## config.mk

```make
export PLATFORM = sky130hd
export DESIGN_NAME = elevator_motion_ctrl
export DESIGN_NICKNAME = d
export VERILOG_FILES = /design/src/rtl/elevator_motion_ctrl.sv
export SDC_FILE = /design/constraint.sdc
export NUM_CORES = 1
export LEC_CHECK = 0
export BUFFER_PORTS_ARGS = -buffer_cell sky130_fd_sc_hd__buf_2
export CORE_ASPECT_RATIO = 1.1
export CORE_UTILIZATION = 50
export DETAILED_ROUTE_END_ITERATION = 12
export GPL_TIMING_DRIVEN = 0
export PLACE_DENSITY = 0.72
export SYNTH_ARGS = -nofsm -noshare
export SYNTH_HDL_FRONTEND = slang
export SYNTH_SLANG_ARGS = --single-unit
```

## constraint.sdc

```tcl
create_clock -name clk -period 3 [get_ports clk]
set_input_delay 0.75 -clock clk [delete_from_list [all_inputs] [get_ports clk]]
set_output_delay 0.75 -clock clk [all_outputs]
set_load 0.03 [all_outputs]
```

## src/rtl/elevator_motion_ctrl.sv

```systemverilog
// Four-floor elevator motion controller.
// Latches floor calls into lamp-driving pending bits and moves the car one motor
// step per clock. Once a direction is chosen, the car keeps it while calls remain
// beyond the car, then it reverses. The door opens for a fixed number of cycles at
// each served floor. Every output is registered.
module elevator_motion_ctrl #(
  parameter int unsigned STEPS_PER_FLOOR = 8,  // 2..255
  parameter int unsigned DOOR_CYCLES     = 16  // 1..255
) (
  input  logic       clk,
  input  logic       rst,
  input  logic [3:0] req,
  output logic [1:0] direction,
  output logic [1:0] cur_floor,
  output logic       door_open,
  output logic [3:0] pending,
  output logic       busy
);

  typedef enum logic [1:0] {
    S_IDLE,
    S_UP,
    S_DOWN,
    S_DOOR
  } state_t;

  localparam logic [1:0] DIR_UP    = 2'b01;
  localparam logic [1:0] DIR_DOWN  = 2'b10;
  localparam logic [1:0] DIR_STOP  = 2'b11;
  localparam logic [7:0] STEP_LAST = 8'(STEPS_PER_FLOOR - 1);
  localparam logic [7:0] DOOR_LAST = 8'(DOOR_CYCLES - 1);

  state_t     state_q, state_d;
  logic [7:0] step_cnt_q;
  logic [7:0] door_cnt_q;
  logic       last_up_q;
  logic [1:0] cur_floor_q, floor_d;
  logic [3:0] pending_q, pending_d;
  logic [1:0] direction_q;
  logic       door_open_q;
  logic       busy_q;
  logic       arrive;
  logic       call_fwd;
  logic       call_back;

  // Any latched call on a floor strictly above f.
  function automatic logic calls_above(input logic [1:0] f, input logic [3:0] p);
    return |(p & (4'b1110 << f));
  endfunction

  // Any latched call on a floor strictly below f.
  function automatic logic calls_below(input logic [1:0] f, input logic [3:0] p);
    return |(p & ~(4'b1111 << f));
  endfunction

  // Next-state, arrival floor and next pending-call decode.
  always_comb begin
    // NOTE: every signal driven here gets a default first, so no path leaves it
    // unassigned and no latch is inferred.
    state_d   = state_q;
    floor_d   = cur_floor_q;
    arrive    = 1'b0;
    call_fwd  = 1'b0;
    call_back = 1'b0;
    unique case (state_q)
      S_IDLE: begin
        // A call at the current floor wins over any motion.
        if (pending_q[cur_floor_q]) begin
          state_d = S_DOOR;
        end else if (last_up_q && calls_above(cur_floor_q, pending_q)) begin
          state_d = S_UP;
        end else if (calls_below(cur_floor_q, pending_q)) begin
          state_d = S_DOWN;
        end else if (calls_above(cur_floor_q, pending_q)) begin
          state_d = S_UP;
        end
      end
      S_UP, S_DOWN: begin
        if (step_cnt_q == STEP_LAST) begin
          arrive    = 1'b1;
          floor_d   = (state_q == S_UP) ? cur_floor_q + 2'd1 : cur_floor_q - 2'd1;
          call_fwd  = (state_q == S_UP) ? calls_above(floor_d, pending_q)
                                        : calls_below(floor_d, pending_q);
          call_back = (state_q == S_UP) ? calls_below(floor_d, pending_q)
                                        : calls_above(floor_d, pending_q);
          if (pending_q[floor_d]) begin
            state_d = S_DOOR;
          end else if (call_fwd) begin
            state_d = state_q;
          end else if (call_back) begin
            state_d = (state_q == S_UP) ? S_DOWN : S_UP;
          end else begin
            state_d = S_IDLE;
          end
        end
      end
      S_DOOR: begin
        if (door_cnt_q == DOOR_LAST) state_d = S_IDLE;
      end
    endcase

    // Calls accumulate, but the floor the door is open at can never latch. The
    // edge that opens the door and the edge that closes it also drop that floor.
    pending_d = pending_q | req;
    if (state_q == S_DOOR || state_d == S_DOOR) pending_d[floor_d] = 1'b0;
  end

  // Controller state, counters and registered outputs; synchronous reset.
  always_ff @(posedge clk) begin
    // NOTE: sequential state uses non-blocking assignments so every register
    // samples its pre-edge value, independent of statement order.
    if (rst) begin
      state_q     <= S_IDLE;
      step_cnt_q  <= '0;
      door_cnt_q  <= '0;
      last_up_q   <= 1'b1;
      cur_floor_q <= '0;
      pending_q   <= '0;
      direction_q <= DIR_STOP;
      door_open_q <= 1'b0;
      busy_q      <= 1'b0;
    end else begin
      state_q     <= state_d;
      cur_floor_q <= floor_d;
      pending_q   <= pending_d;
      step_cnt_q  <= ((state_q == S_UP || state_q == S_DOWN) && !arrive) ?
                     step_cnt_q + 8'd1 : 8'd0;
      door_cnt_q  <= (state_q == S_DOOR && state_d == S_DOOR) ?
                     door_cnt_q + 8'd1 : 8'd0;
      if (state_d == S_UP)   last_up_q <= 1'b1;
      if (state_d == S_DOWN) last_up_q <= 1'b0;
      unique case (state_d)
        S_UP:    direction_q <= DIR_UP;
        S_DOWN:  direction_q <= DIR_DOWN;
        default: direction_q <= DIR_STOP;
      endcase
      door_open_q <= (state_d == S_DOOR);
      busy_q      <= (state_d != S_IDLE);
    end
  end

  assign direction = direction_q;
  assign cur_floor = cur_floor_q;
  assign door_open = door_open_q;
  assign pending   = pending_q;
  assign busy      = busy_q;

endmodule

```

==> flow_summary.json <==
{
  "outcome": "finished, final reports clean",
  "slew_headroom": 0.6348,
  "hp-class": "reg2reg",
  "synth-simple-area-share": 0.2305,
  "viasPerCell": 5.613,
  "ios": 16,
  "grt_usage": 0.2218,
  "grt_pass1_wl_um": 4892,
  "startpoint_type": "register",
  "mostFrequentLayoutCells": "dfxtp_1 (25), nor2_1 (20), buf_2 (16)",
  "finalHoldViolations": 0,
  "seqPwrFrac": 0.318,
  "ys_ff_latch": 29,
  "p_comb_frac": 0.531,
  "fp.coreArea_mm2": 0.002778,
  "vias": 1246,
  "drc": 0,
  "initial_core_util": 0.5257,
  "fp-row-count": 20,
  "cts_root_buffer": "clkbuf_4",
  "clk-insertion-delay-late_ns": 0.34,
  "die_area_mm2": 0.003141,
  "cp_max_fo": 4,
  "port_buffers": 15,
  "period_share": 0.9798,
  "fmax_mhz": 340.2,
  "power_density_mw_per_mm2": 860.4,
  "totalWireLength_um": 3271,
  "cpPeakStageDelay_ns": 0.51,
  "clock_path_buffers": 2,
  "synthXorXnorAreaFrac": 0.08398,
  "tightest_slew_ns": 0.5478,
  "drt_iter0_drc": 27,
  "cts_tree": "built",
  "path_class": "reg2reg",
  "drt_pass1_iterations": 4,
  "antenna_cells": 0,
  "seq_area_frac_synth": 0.3976,
  "synth_top_family_by_area": "simple AND/OR/NAND/NOR gates",
  "ys_types": 34,
  "yosys_warnings": 0,
  "n_fill_cell": 225,
  "arrival_ns": 3.19,
  "internal-power_uw": 912.5,
  "grt_max_degree": 11,
  "die_y_um": 58.68,
  "antenna_found_initial": 0,
  "worstPathRequired_ns": 3.25,
  "synth_nets": 175,
  "drv_cap": 0,
  "rsz0062_at_grt": "yes",
  "setup_ws_ns": 0.06071,
  "ant_nets": 0,
  "place.gp.congestion": 0.7477,
  "avgSynthCellArea_um2": 9.241,
  "crit_slowest_cell": "mux4_2",
  "nets": 205,
  "setup_viol": 0,
  "p_switching_uw": 630.1,
  "cts.sinks": 29,
  "layout-drive-gt1-share": 0.2910,
  "power_mw": 1.543,
  "netlist_area_mm2": 0.001460,
  "clock_skew_ns": 0.009160,
  "cp_cell_sequence": "inv_2, ha_4, xnor2_4, ha_4, mux4_2, a41o_1, a221oi_4, nor2_2, ha_2, or2_4, a311oi_2",
  "layout_commonest_cell": "dfxtp_1",
  "place_hpwl_um": 2141,
  "synthMuxAreaShare": 0.03770,
  "hold_slack_ns": 0.4522,
  "grt-ovfl-total": 0,
  "switching_share": 0.4085,
  "synth_fa_ha_area_frac": 0.09426,
  "post-place-ws_ns": -0.3191,
  "p_leak_nw": 0.7491,
  "period_minus_slack_ns": 2.939,
  "wl_per_cell_um": 14.73,
  "cts_max_level": 2,
  "power_frac_clock": 0.151,
  "crit_top_cell": "ha_4",
  "fin_util": 0.6455,
  "clk_pin_slew_ns": 0.10,
  "ir_drop_mv": 0.6829,
  "grt_pass1_vias": 1115,
  "numCtsBuffers": 5,
  "drv_slew": 0,
  "syn2layout_area_growth_pct": 22.79,
  "syn-instance-count": 158,
  "end_kind": "register",
  "die_w_um": 53.53,
  "synth-compound-area-share": 0.1328
}
==> Yosys cell counts <==
cell type  number  area, um^2
a21oi_1         6       30.03
ha_1           11       137.6
or2_1           3       18.77
and3_1          7       43.79
xor2_1          6       52.55
a211o_1         1       8.760
and3_2          1       7.510
xnor2_1         8       70.07
a311o_1         1       10.01
o21ai_0         2       10.01
a221oi_2        2       30.03
inv_1           6       22.52
nand3_1         9       45.04
nand2_1        10       37.54
dfxtp_1        29       580.6
a21boi_0        2       15.01
a311oi_1        4       35.03
clkbuf_1        3       11.26
or2_2           1       6.260
or3_1           2       12.51
nand3_2         1       10.01
a41o_1          2       20.02
nor3_1          3       15.01
mux4_2          2       45.04
nand2b_1        5       31.28
a211oi_1        1       7.510
o21ai_1         1       5.000
a22oi_1         1       7.510
and4bb_1        1       12.51
mux2i_1         1       10.01
o21a_1          2       15.01
nor2b_1         1       6.260
nor2_1         22       82.58
or4_1           1       7.510
==> per-layer routing <==
layer / GRT usage / vias to the layer above / routed length (um)
met5: 0 / - / 0
met4: 0.1128 / 0 / 72
met3: 0.08269 / 7 / 146
met2: 0.3464 / 32 / 1643
met1: 0.2621 / 585 / 1409
li1: - / 622 / -
==> path summary, 6_finish.rpt <==
kind | start | cells after the start | slack [ns] | end
worst max-delay path | state_q[1] | 11 | 0.06 | pending[1]
worst min register to register | step_cnt_q[0] | 1 | 0.45 | step_cnt_q[0]
worst min-delay path | step_cnt_q[0] | 1 | 0.45 | step_cnt_q[0]
worst max register to register | state_q[1] | 11 | 0.06 | pending[1]
==> worst max-delay path, delay by kind of cell, from the launching register on <==
kind            cells  cell delay [ns]
compound gates      3             0.77
flops               1             0.34
buf+inv             1             0.05
mux                 1             0.51
xor+xnor            1             0.15
fa+ha+maj           3             0.68
simple gates        2             0.34
==> cell families after synthesis <==
logic type	after synthesis
AND/OR/NAND/NOR	67
flip-flops	29
AO/OA/AOI/OAI	25
XOR/XNOR	14
adder cells (fa/ha/maj)	11
buffers and inverters	9
multiplexers	3
==> cell type report <==
cell class	count	area (um^2)	area share
multi-input cells	120	940.9	0.5248
clock buffers	5	37.54	0.02094
clock inverters	3	17.52	0.009770
repair buffers	23	135.1	0.07537
flip-flops and latches	29	585.6	0.3266
plain buffers	3	12.51	0.006978
well taps	33	41.29	0.02303
inverters	6	22.52	0.01256
==> through the flow <==
step | instances | cell area, um^2 | setup TNS [ns]
floorplan | 158 | 1466 | 0
global placement | 206 | 1583 | -1.358
detailed placement | 206 | 1583 | -2.320
CTS | 219 | 1730 | 0
global route | 222 | 1793 | -0.1941
finish | 222 | 1793 | 0
==> power by group through the flow <==
stage | clock, mW | combinational (mW) | sequential [mW]
finish | 0.232 | 0.819 | 0.491
global placement | 0 | 0.552 | 0.493
floorplan | 0 | 0.383 | 0.550
CTS | 0.242 | 0.689 | 0.490
detailed placement | 0 | 0.568 | 0.493
global route | 0.260 | 0.879 | 0.498
==> flip-flops by register name (all words and copies together) (netlist names) <==
name        flops
door_open       1
step_cnt_q      8
cur_floor       2
pending         4
direction       2
last_up_q       1
state_q         2
busy            1
door_cnt_q      8
==> repair_timing <==
item                                   CTS  global route
buffers inserted                         5             3
pin swaps                                6             4
setup endpoints to repair               13            13
gates resized for setup                 11             8
hold buffers                             0             0
endpoints found under the hold margin    0             0
Power figures use the tool's default switching activity.
